===== config.mk =====
export PLATFORM = sky130hd
export DESIGN_NAME = pwm_peripheral_flat
export DESIGN_NICKNAME = d
export VERILOG_FILES = /design/src/rtl/pwm_pkg.sv /design/src/rtl/pwm_peripheral_if.sv /design/src/rtl/pwm_timebase.sv /design/src/rtl/pwm_peripheral.sv /design/src/flat_wrapper.sv
export SDC_FILE = /design/constraint.sdc
export NUM_CORES = 1
export LEC_CHECK = 0
export CAP_MARGIN = 0
export CELL_PAD_IN_SITES_DETAIL_PLACEMENT = 0
export CELL_PAD_IN_SITES_GLOBAL_PLACEMENT = 1
export CORE_ASPECT_RATIO = 2
export CORE_UTILIZATION = 29
export DETAILED_ROUTE_END_ITERATION = 10
export PLACE_DENSITY = 0.76
export SLEW_MARGIN = 25
export SYNTH_ARGS = -nofsm -noshare
export SYNTH_HDL_FRONTEND = slang
export SYNTH_SLANG_ARGS = --single-unit

===== constraint.sdc =====
create_clock -name clk -period 1.7 [get_ports clk]
set_input_delay 0.17 -clock clk [delete_from_list [all_inputs] [get_ports clk]]
set_output_delay 0.17 -clock clk [all_outputs]
set_load 0.1 [all_outputs]

===== src/rtl/pwm_pkg.sv =====
// Shared constants and helpers for the PWM output peripheral.
// Also used by the optional duty shadow build (PWM_DUTY_SHADOW_EN).
package pwm_pkg;

  localparam int DUTY_W = 8;
  localparam int NUM_OUT = 16;
  localparam logic [DUTY_W-1:0] PWM_MAX_CNT = 8'd254;

  typedef logic [NUM_OUT-1:0] pin_vec_t;

  // Prescaler counter width, never narrower than one bit.
  function automatic int pre_width(input int prescale);
    return (prescale > 1) ? $clog2(prescale) : 1;
  endfunction

endpackage


===== src/rtl/pwm_peripheral_if.sv =====
// Register-side bundle between the SPI register block (master) and the
// PWM output peripheral (slave).
interface pwm_peripheral_if;
  import pwm_pkg::*;

  logic [7:0]        en_reg_out_7_0;
  logic [7:0]        en_reg_out_15_8;
  logic [7:0]        en_reg_pwm_7_0;
  logic [7:0]        en_reg_pwm_15_8;
  logic [DUTY_W-1:0] pwm_duty_cycle;
  pin_vec_t          out;
  logic              period_start;

  modport master (
    output en_reg_out_7_0, en_reg_out_15_8, en_reg_pwm_7_0, en_reg_pwm_15_8,
           pwm_duty_cycle,
    input  out, period_start
  );

  modport slave (
    input  en_reg_out_7_0, en_reg_out_15_8, en_reg_pwm_7_0, en_reg_pwm_15_8,
           pwm_duty_cycle,
    output out, period_start
  );

endinterface


===== src/rtl/pwm_timebase.sv =====
// Prescaler and 0..254 PWM count. wrap_o (end of period) is only exported
// when PWM_DUTY_SHADOW_EN is defined, since only the shadow register uses it.
module pwm_timebase
  import pwm_pkg::*;
#(
  parameter int PRESCALE = 10
) (
  input  logic              clk,
  input  logic              rst_n,
`ifdef PWM_DUTY_SHADOW_EN
  output logic              wrap_o,
`endif
  output logic [DUTY_W-1:0] pwm_cnt_o,
  output logic              period_start_o
);

  localparam int PRE_W = pre_width(PRESCALE);
  localparam logic [PRE_W-1:0] PRE_LAST = PRE_W'(PRESCALE - 1);

  logic [PRE_W-1:0]  pre_cnt_q, pre_cnt_d;
  logic [DUTY_W-1:0] pwm_cnt_q, pwm_cnt_d;
  logic              period_start_q, period_start_d;
  logic              tick;
  logic              wrap;

  always_comb begin
    tick = (pre_cnt_q == PRE_LAST);
    wrap = tick && (pwm_cnt_q == PWM_MAX_CNT);
    pre_cnt_d = tick ? '0 : pre_cnt_q + PRE_W'(1);
    pwm_cnt_d = pwm_cnt_q;
    if (wrap) begin
      pwm_cnt_d = '0;
    end else if (tick) begin
      pwm_cnt_d = pwm_cnt_q + DUTY_W'(1);
    end
    // Registered, so the pulse lines up with the first out cycle of count 0.
    period_start_d = (pwm_cnt_q == '0) && (pre_cnt_q == '0);
  end

  always_ff @(posedge clk or negedge rst_n) begin
    if (!rst_n) begin
      pre_cnt_q      <= '0;
      pwm_cnt_q      <= '0;
      period_start_q <= 1'b0;
    end else begin
      pre_cnt_q      <= pre_cnt_d;
      pwm_cnt_q      <= pwm_cnt_d;
      period_start_q <= period_start_d;
    end
  end

`ifdef PWM_DUTY_SHADOW_EN
  assign wrap_o = wrap;
`endif
  assign pwm_cnt_o      = pwm_cnt_q;
  assign period_start_o = period_start_q;

endmodule


===== src/rtl/pwm_peripheral.sv =====
// Drives 16 pins low, static high, or from one shared 8-bit PWM waveform.
// Define PWM_DUTY_SHADOW_EN to latch the duty only at period boundaries.
module pwm_peripheral
  import pwm_pkg::*;
#(
  parameter int PRESCALE = 10
) (
  input  logic            clk,
  input  logic            rst_n,
  pwm_peripheral_if.slave bus
);

  logic [DUTY_W-1:0] pwm_cnt;
  logic [DUTY_W-1:0] duty_active;
  logic              pwm_level;
  pin_vec_t          en_out, en_pwm;
  pin_vec_t          out_q, out_d;

`ifdef PWM_DUTY_SHADOW_EN
  logic period_wrap;
`endif

  pwm_timebase #(
    .PRESCALE (PRESCALE)
  ) u_timebase (
    .clk            (clk),
    .rst_n          (rst_n),
`ifdef PWM_DUTY_SHADOW_EN
    .wrap_o         (period_wrap),
`endif
    .pwm_cnt_o      (pwm_cnt),
    .period_start_o (bus.period_start)
  );

`ifdef PWM_DUTY_SHADOW_EN
  logic [DUTY_W-1:0] duty_q;

  // Loading on the 254->0 wrap keeps the running pulse intact.
  always_ff @(posedge clk or negedge rst_n) begin
    if (!rst_n) begin
      duty_q <= '0;
    end else if (period_wrap) begin
      duty_q <= bus.pwm_duty_cycle;
    end
  end

  assign duty_active = duty_q;
`else
  assign duty_active = bus.pwm_duty_cycle;
`endif

  always_comb begin
    en_out    = {bus.en_reg_out_15_8, bus.en_reg_out_7_0};
    en_pwm    = {bus.en_reg_pwm_15_8, bus.en_reg_pwm_7_0};
    // pwm_cnt never reaches 255, so duty 0xFF is a solid high.
    pwm_level = (pwm_cnt < duty_active);
    out_d     = en_out & (~en_pwm | {NUM_OUT{pwm_level}});
  end

  always_ff @(posedge clk or negedge rst_n) begin
    if (!rst_n) begin
      out_q <= '0;
    end else begin
      out_q <= out_d;
    end
  end

  assign bus.out = out_q;

endmodule


===== src/flat_wrapper.sv =====
// flat-port wrapper written by rule: the top's interface ports become plain ports
module pwm_peripheral_flat import pwm_pkg::*;
#(
  parameter int PRESCALE = 10
)
  (clk, rst_n, bus_en_reg_out_7_0, bus_en_reg_out_15_8, bus_en_reg_pwm_7_0, bus_en_reg_pwm_15_8, bus_pwm_duty_cycle, bus_out, bus_period_start);
  pwm_peripheral_if bus_i ();
  input  logic clk;
  input  logic rst_n;
  input wire logic [$bits(bus_i.en_reg_out_7_0)-1:0] bus_en_reg_out_7_0;
  input wire logic [$bits(bus_i.en_reg_out_15_8)-1:0] bus_en_reg_out_15_8;
  input wire logic [$bits(bus_i.en_reg_pwm_7_0)-1:0] bus_en_reg_pwm_7_0;
  input wire logic [$bits(bus_i.en_reg_pwm_15_8)-1:0] bus_en_reg_pwm_15_8;
  input wire logic [$bits(bus_i.pwm_duty_cycle)-1:0] bus_pwm_duty_cycle;
  output wire logic [$bits(bus_i.out)-1:0] bus_out;
  output wire logic [$bits(bus_i.period_start)-1:0] bus_period_start;
  assign bus_i.en_reg_out_7_0 = bus_en_reg_out_7_0;
  assign bus_i.en_reg_out_15_8 = bus_en_reg_out_15_8;
  assign bus_i.en_reg_pwm_7_0 = bus_en_reg_pwm_7_0;
  assign bus_i.en_reg_pwm_15_8 = bus_en_reg_pwm_15_8;
  assign bus_i.pwm_duty_cycle = bus_pwm_duty_cycle;
  assign bus_out = bus_i.out;
  assign bus_period_start = bus_i.period_start;
  pwm_peripheral #(.PRESCALE(PRESCALE)) u_core (.clk(clk), .rst_n(rst_n), .bus(bus_i));
endmodule

=== Word-level counts from Yosys, hierarchy flattened ===
Index checks and enable logic that the tools add are counted.

* Logic and storage cells: 20
* Output and inout port bits: 17
* Input port bits: 42
* Flip-flop bits (word level): 29

* Bitwise logic cells: 3
* Reductions and logical operators: 5
* Equality and inequality tests: 2
* $add $sub $neg: 2
* Magnitude comparators: 1
* Multiplexer cells: 3

{| class="wikitable"
|+ Operators with widths
! cell !! number
|-
| $and 16x16->16 || 1
|-
| $mux 8 || 2
|-
| $not 16->16 || 1
|-
| $or 16x16->16 || 1
|-
| $add 8x1->8 const B || 1
|-
| $eq 8x8->1 const B || 1
|-
| $logic_not 8->1 || 1
|-
| $lt 8x8->1 || 1
|-
| $add 4x1->4 const B || 1
|-
| $eq 4x4->1 const B || 1
|-
| $logic_not 4->1 || 1
|-
| $mux 4 || 1
|-
| $logic_and 1x1->1 || 2
|-
| $reduce_bool 2->1 || 1
|}

=== Depth between registers and ports, before layout ===
* Word-level depth: 3
* Gate-level depth with buffers: 7
* Mapped depth without buffers: 6

=== Modules after synthesis ===
A second synthesis with hierarchy kept.

* Cells, all modules: 146
* Area total of the unflattened synthesis: 1476.4 µm²

{| class="wikitable"
|+ By module, submodules not included
! module !! instances !! cells an instance !! area an instance (µm²) !! seq. area each (µm²)
|-
| pwm_peripheral || 1 || 74 || 790.8 || 400.4
|-
| pwm_timebase || 1 || 72 || 685.7 || 325.3
|}

=== Worst setup path before layout ===
OpenSTA, ideal clock, no wires.

* Path kind: register -> register
* Start point: reg u_core.u_timebase.pwm_cnt_q[2] (netlist: u_core.u_timebase.pwm_cnt_o[2])
* End point: reg u_core.out_q[10] (netlist: u_core.bus.out[10])
* Arrival: 1.603 ns
* Buffers on the path: 1
* Slack: 0.024 ns
* Stages on the path, launching flop included: 7
* Library setup time: 0.073 ns
* Clock period less this slack: 1.676 ns
* Cell sequence: dfrtp_1 > ha_1 > a211o_1 > a31oi_1 > o221ai_2 > buf_6 > a21boi_2

* Cells in the longest elaborated chain, start to end: 3

{| class="wikitable"
|+ RTL lines
! item !! RTL line !! source
|-
| from (decl) || pwm_timebase.sv:21 || <nowiki>logic [DUTY_W-1:0] pwm_cnt_q, pwm_cnt_d;</nowiki>
|-
| from (signal assigned) || pwm_timebase.sv:47 || <nowiki>pwm_cnt_q <= pwm_cnt_d;</nowiki>
|-
| $lt 8x8->1 || pwm_peripheral.sv:56 || <nowiki>pwm_level = (pwm_cnt < duty_active);</nowiki>
|-
| $or 16x16->16 || pwm_peripheral.sv:57 || <nowiki>out_d = en_out & (~en_pwm | {NUM_OUT{pwm_level}});</nowiki>
|-
| $and 16x16->16 || pwm_peripheral.sv:57 ||
|-
| named net u_core.out_d[10] || pwm_peripheral.sv:17 || <nowiki>pin_vec_t out_q, out_d;</nowiki>
|-
| to (signal assigned) || pwm_peripheral.sv:64 || <nowiki>out_q <= out_d;</nowiki>
|-
| to (decl) || pwm_peripheral.sv:17 ||
|}

The timed path passes the listed nets, and every way through them passes these cells.
A chain may end at the register's enable or synchronous reset.

=== Worst setup path in the final report ===
* Start point: reg u_core.u_timebase.pwm_cnt_q[2] (netlist: u_core.u_timebase.pwm_cnt_o[2])
* End point: reg u_core.out_q[9] (netlist: u_core.bus.out[9])

Same word-level chain as after synthesis.

==> results.yml <==
global_routing:
  grt_pass1_vias: 1367
  grtUsageTotal_pct: 15.8
  grt_max_degree: 30
  grt-ovfl-total: 0
  grt_pass1_wl_mm: 5.95
  antenna_found_initial: 0
power:
  swShare_pct: 28.2
  powerDensity_nw_per_um2: 731
  seqPwrFrac_pct: 42.3
  clkPwrFrac_pct: 36.8
  finalPower_mw: 1.69
  p_sw_uw: 478
  vdd_ir_drop_max_mv: 0.521
  p_comb_share_pct: 20.9
  p_leak_nw: 1.05
  internal-power_mw: 1.22
cells_and_area:
  final_nets: 251
  final_util_pct: 49.9
  nFillCells: 450
  diodes: 0
  area_delta_synth_final_pct: 64.3
  post_route_cells_drive_above_1_share_pct: 31.5
worst_setup_path:
  crit_type: "reg -> reg"
  slowest_delay_ns: 0.41
  r2r_slack_ns: 0.04
  cp_data_required_time_ns: 1.91
  end_kind: "flop"
  arrival_ns: 1.87
  r2r_end: "u_core.bus.out[9]"
  crit_chain: "ha_4, a211o_1, a31oi_4, o221ai_4, clkbuf_16, a21boi_2"
  timing.rr.start: "u_core.u_timebase.pwm_cnt_o[2]"
  setup.worst_path.start_class: "flop"
  ff2ff_path_depth: 6
  path_max_fanout: 8
  crit_slowest_cell: "dfrtp_1"
cts:
  cts_buffers: 5
  clk_pin_slew_ns: 0.06
  hold_buffers: 0
  clk_latency_ns: 0.28
  cts_max_path_buffers: 2
  cts_tree: "yes"
  cts_root_buffer: "clkbuf_8"
  clock-sinks: 29
  htreeDepth: 2
logic_synthesis:
  synth_top_area_share_pct: 51.5
  yosys.area.top_type: "dfrtp_1"
  syn_avg_cell_area_um2: 11.6
  mappedNetlistArea_um2: 1410
  synth-seq-area-share_pct: 51.5
  syn_inst: 122
  synth_cell_type_count: 32
  syn_nets: 174
  ys_ff_latch: 29
  synth.area.top_cells: "dfrtp_1 51%, ha_1 8.9%, a21boi_2 8.0%"
  yosys_warnings: 0
timing:
  finalHoldViolCount: 0
  setup_ws_ns: 0.0371
  grt_setup_unrepaired: "yes"
  slew_violations: 0
  fin_setup_tns_ns: 0
  finalSetupViolations: 0
  finClkSkew_ns: 0.00335
  fin_crit_ns: 1.66
  relSlewSlack_pct: 74.6
  period_share_pct: 97.8
  clock.fmax_ghz: 0.601
  worst_pin_slew_ns: 0.377
placed_design:
  dp_slack_ns: -0.343
  hpwl_mm: 2.86
  portBuffers: 58
  place.gp.congestion: 0.799
routing:
  ant_nets: 0
  wl_per_cell_um: 14.9
  drt_wl_total_mm: 3.80
  post-route-drc-count: 0
  vias: 1234
  viasPerCell: 4.84
  drt_pre_antenna_iters: 4
  detailedRoute.firstIterationViolations: 40
hold_path:
  hold_class: "in -> async"
floorplanning:
  die_y_um: 101
  core_um2: 4640
  fp.dieW_um: 51.3
  num_io_pins: 59
  die-area_um2: 5160
  rows: 35
  start_util_pct: 30.4
status:
  status: "completed"
job:
  max_cap_viol_count: 0
-- cells in the mapped netlist --
library cell / n
a211o_1: 1
a211oi_1: 1
a21boi_0: 6
a21boi_2: 10
a21oi_1: 4
a22o_1: 2
a31oi_1: 1
and3_1: 3
and4_1: 2
and4bb_1: 1
buf_4: 1
buf_6: 1
dfrtp_1: 29
ha_1: 10
inv_1: 12
mux2_2: 1
mux2i_1: 1
nand2_1: 8
nand2b_1: 1
nand3_1: 2
nand4_1: 2
nor2_1: 3
nor2b_1: 1
nor4_1: 2
nor4b_1: 1
o21ai_0: 8
o21bai_1: 1
o221ai_2: 1
o22ai_1: 1
o31ai_1: 2
xnor2_1: 1
xor2_1: 2
-- repair_timing --
item	in CTS	in global routing
gates resized for setup	6	16
setup endpoints to repair	8	17
setup buffers	0	1
pin swaps	0	10
cloned	0	1
-- layout by cell type (no fill, tap or decap), drive strengths merged --
master	instances
clkdlybuf4s50	40
buf	30
dfrtp	29
a21boi	16
inv	12
ha	10
nand2	8
o21ai	8
clkbuf	8
a21oi	4
and3	3
nor2	3
and4	2
nor4	2
a22o	2
nand3	2
nand4	2
o31ai	2
xor2	2
a211oi	1
nand2b	1
a211o	1
a31oi	1
o221ai	1
xnor2	1
mux2	1
nor4b	1
mux2i	1
and4bb	1
nor2b	1
o22ai	1
o21bai	1
clkinv	1
dlymetal6s2s	1
-- layer usage --
metal | share of wire [%] | wire length, um | GRT usage, %
met2 | 60 | 2290 | 31.0
met5 | 0 | 0 | 0
met3 | 5.3 | 200 | 3.17
met4 | 2.8 | 105 | 8.11
met1 | 32 | 1200 | 14.4
-- through the flow --
step	hold WS (ns)	std cells	area [um^2]
finish	0.267	255	2320
global route	0.304	255	2320
CTS	0.278	253	2210
detailed placement	0.525	245	2100
global placement	0.520	245	2100
floorplan	-0.126	122	1410
-- worst max-delay path: cells and delay by family (launching register included) --
family | cells | cell delay [ns]
compound gates | 4 | 0.75
flops | 1 | 0.41
fa+ha+maj | 1 | 0.23
buf+inv | 1 | 0.21
-- logic make-up (layout without fill, tap and decap cells) --
logic type                 Yosys count  in the layout  share of synthesized area (%)
AOI/OAI and AO/OA                   38             38                           21.4
DFF                                 29             29                           51.5
and+or+nand+nor                     26             26                           10.4
buffers and inverters               14             92                           4.53
adders and majority gates           10             10                           8.87
xor gates and xnor gates             3              3                           1.86
muxes                                2              2                           1.51
-- sequential cells by signal, summed over array words and instances (netlist names) --
| signal | cells |
|---|---|
| u_core.bus.out | 16 |
| u_core.u_timebase.period_start_o | 1 |
| u_core.u_timebase.pre_cnt_q | 4 |
| u_core.u_timebase.pwm_cnt_o | 8 |
-- cell type report --
cell class                      instances  area, um^2  share of cell area (%)
Inverter                               12        45.0                    1.94
Sequential cell                        29         727                    31.4
Clock buffer                            7        96.3                    4.16
Multi-Input combinational cell         79         699                    30.2
Clock inverter                          1        5.00                   0.216
Timing Repair Buffer                   72         676                    29.2
Tap cell                               55        68.8                    2.97
-- power by group through the flow --
stage               clock network [mW]  registers, mW  logic (mW)
floorplan                            0          0.879      0.0316
global placement                     0          0.729       0.334
detailed placement                   0          0.728       0.341
CTS                              0.644          0.716       0.344
global route                     0.671          0.718       0.371
finish                           0.623          0.716       0.354
-- how the worst max path moves through the flow --
| stage | cells after the start | startpoint | endpoint | slack (ns) |
|---|---|---|---|---|
| after floorplan | 6 | u_core.u_timebase.pwm_cnt_o[2] | u_core.bus.out[10] | 0.02 |
| after global placement | 8 | bus_pwm_duty_cycle[2] | u_core.bus.out[1] | -0.28 |
| after detailed placement | 8 | bus_pwm_duty_cycle[2] | u_core.bus.out[3] | -0.34 |
| after CTS | 6 | u_core.u_timebase.pwm_cnt_o[2] | u_core.bus.out[2] | 0.03 |
| after global routing | 6 | u_core.u_timebase.pwm_cnt_o[1] | u_core.bus.out[1] | -0.02 |
| final | 6 | u_core.u_timebase.pwm_cnt_o[2] | u_core.bus.out[9] | 0.04 |
(Power assumes the default switching activity.)
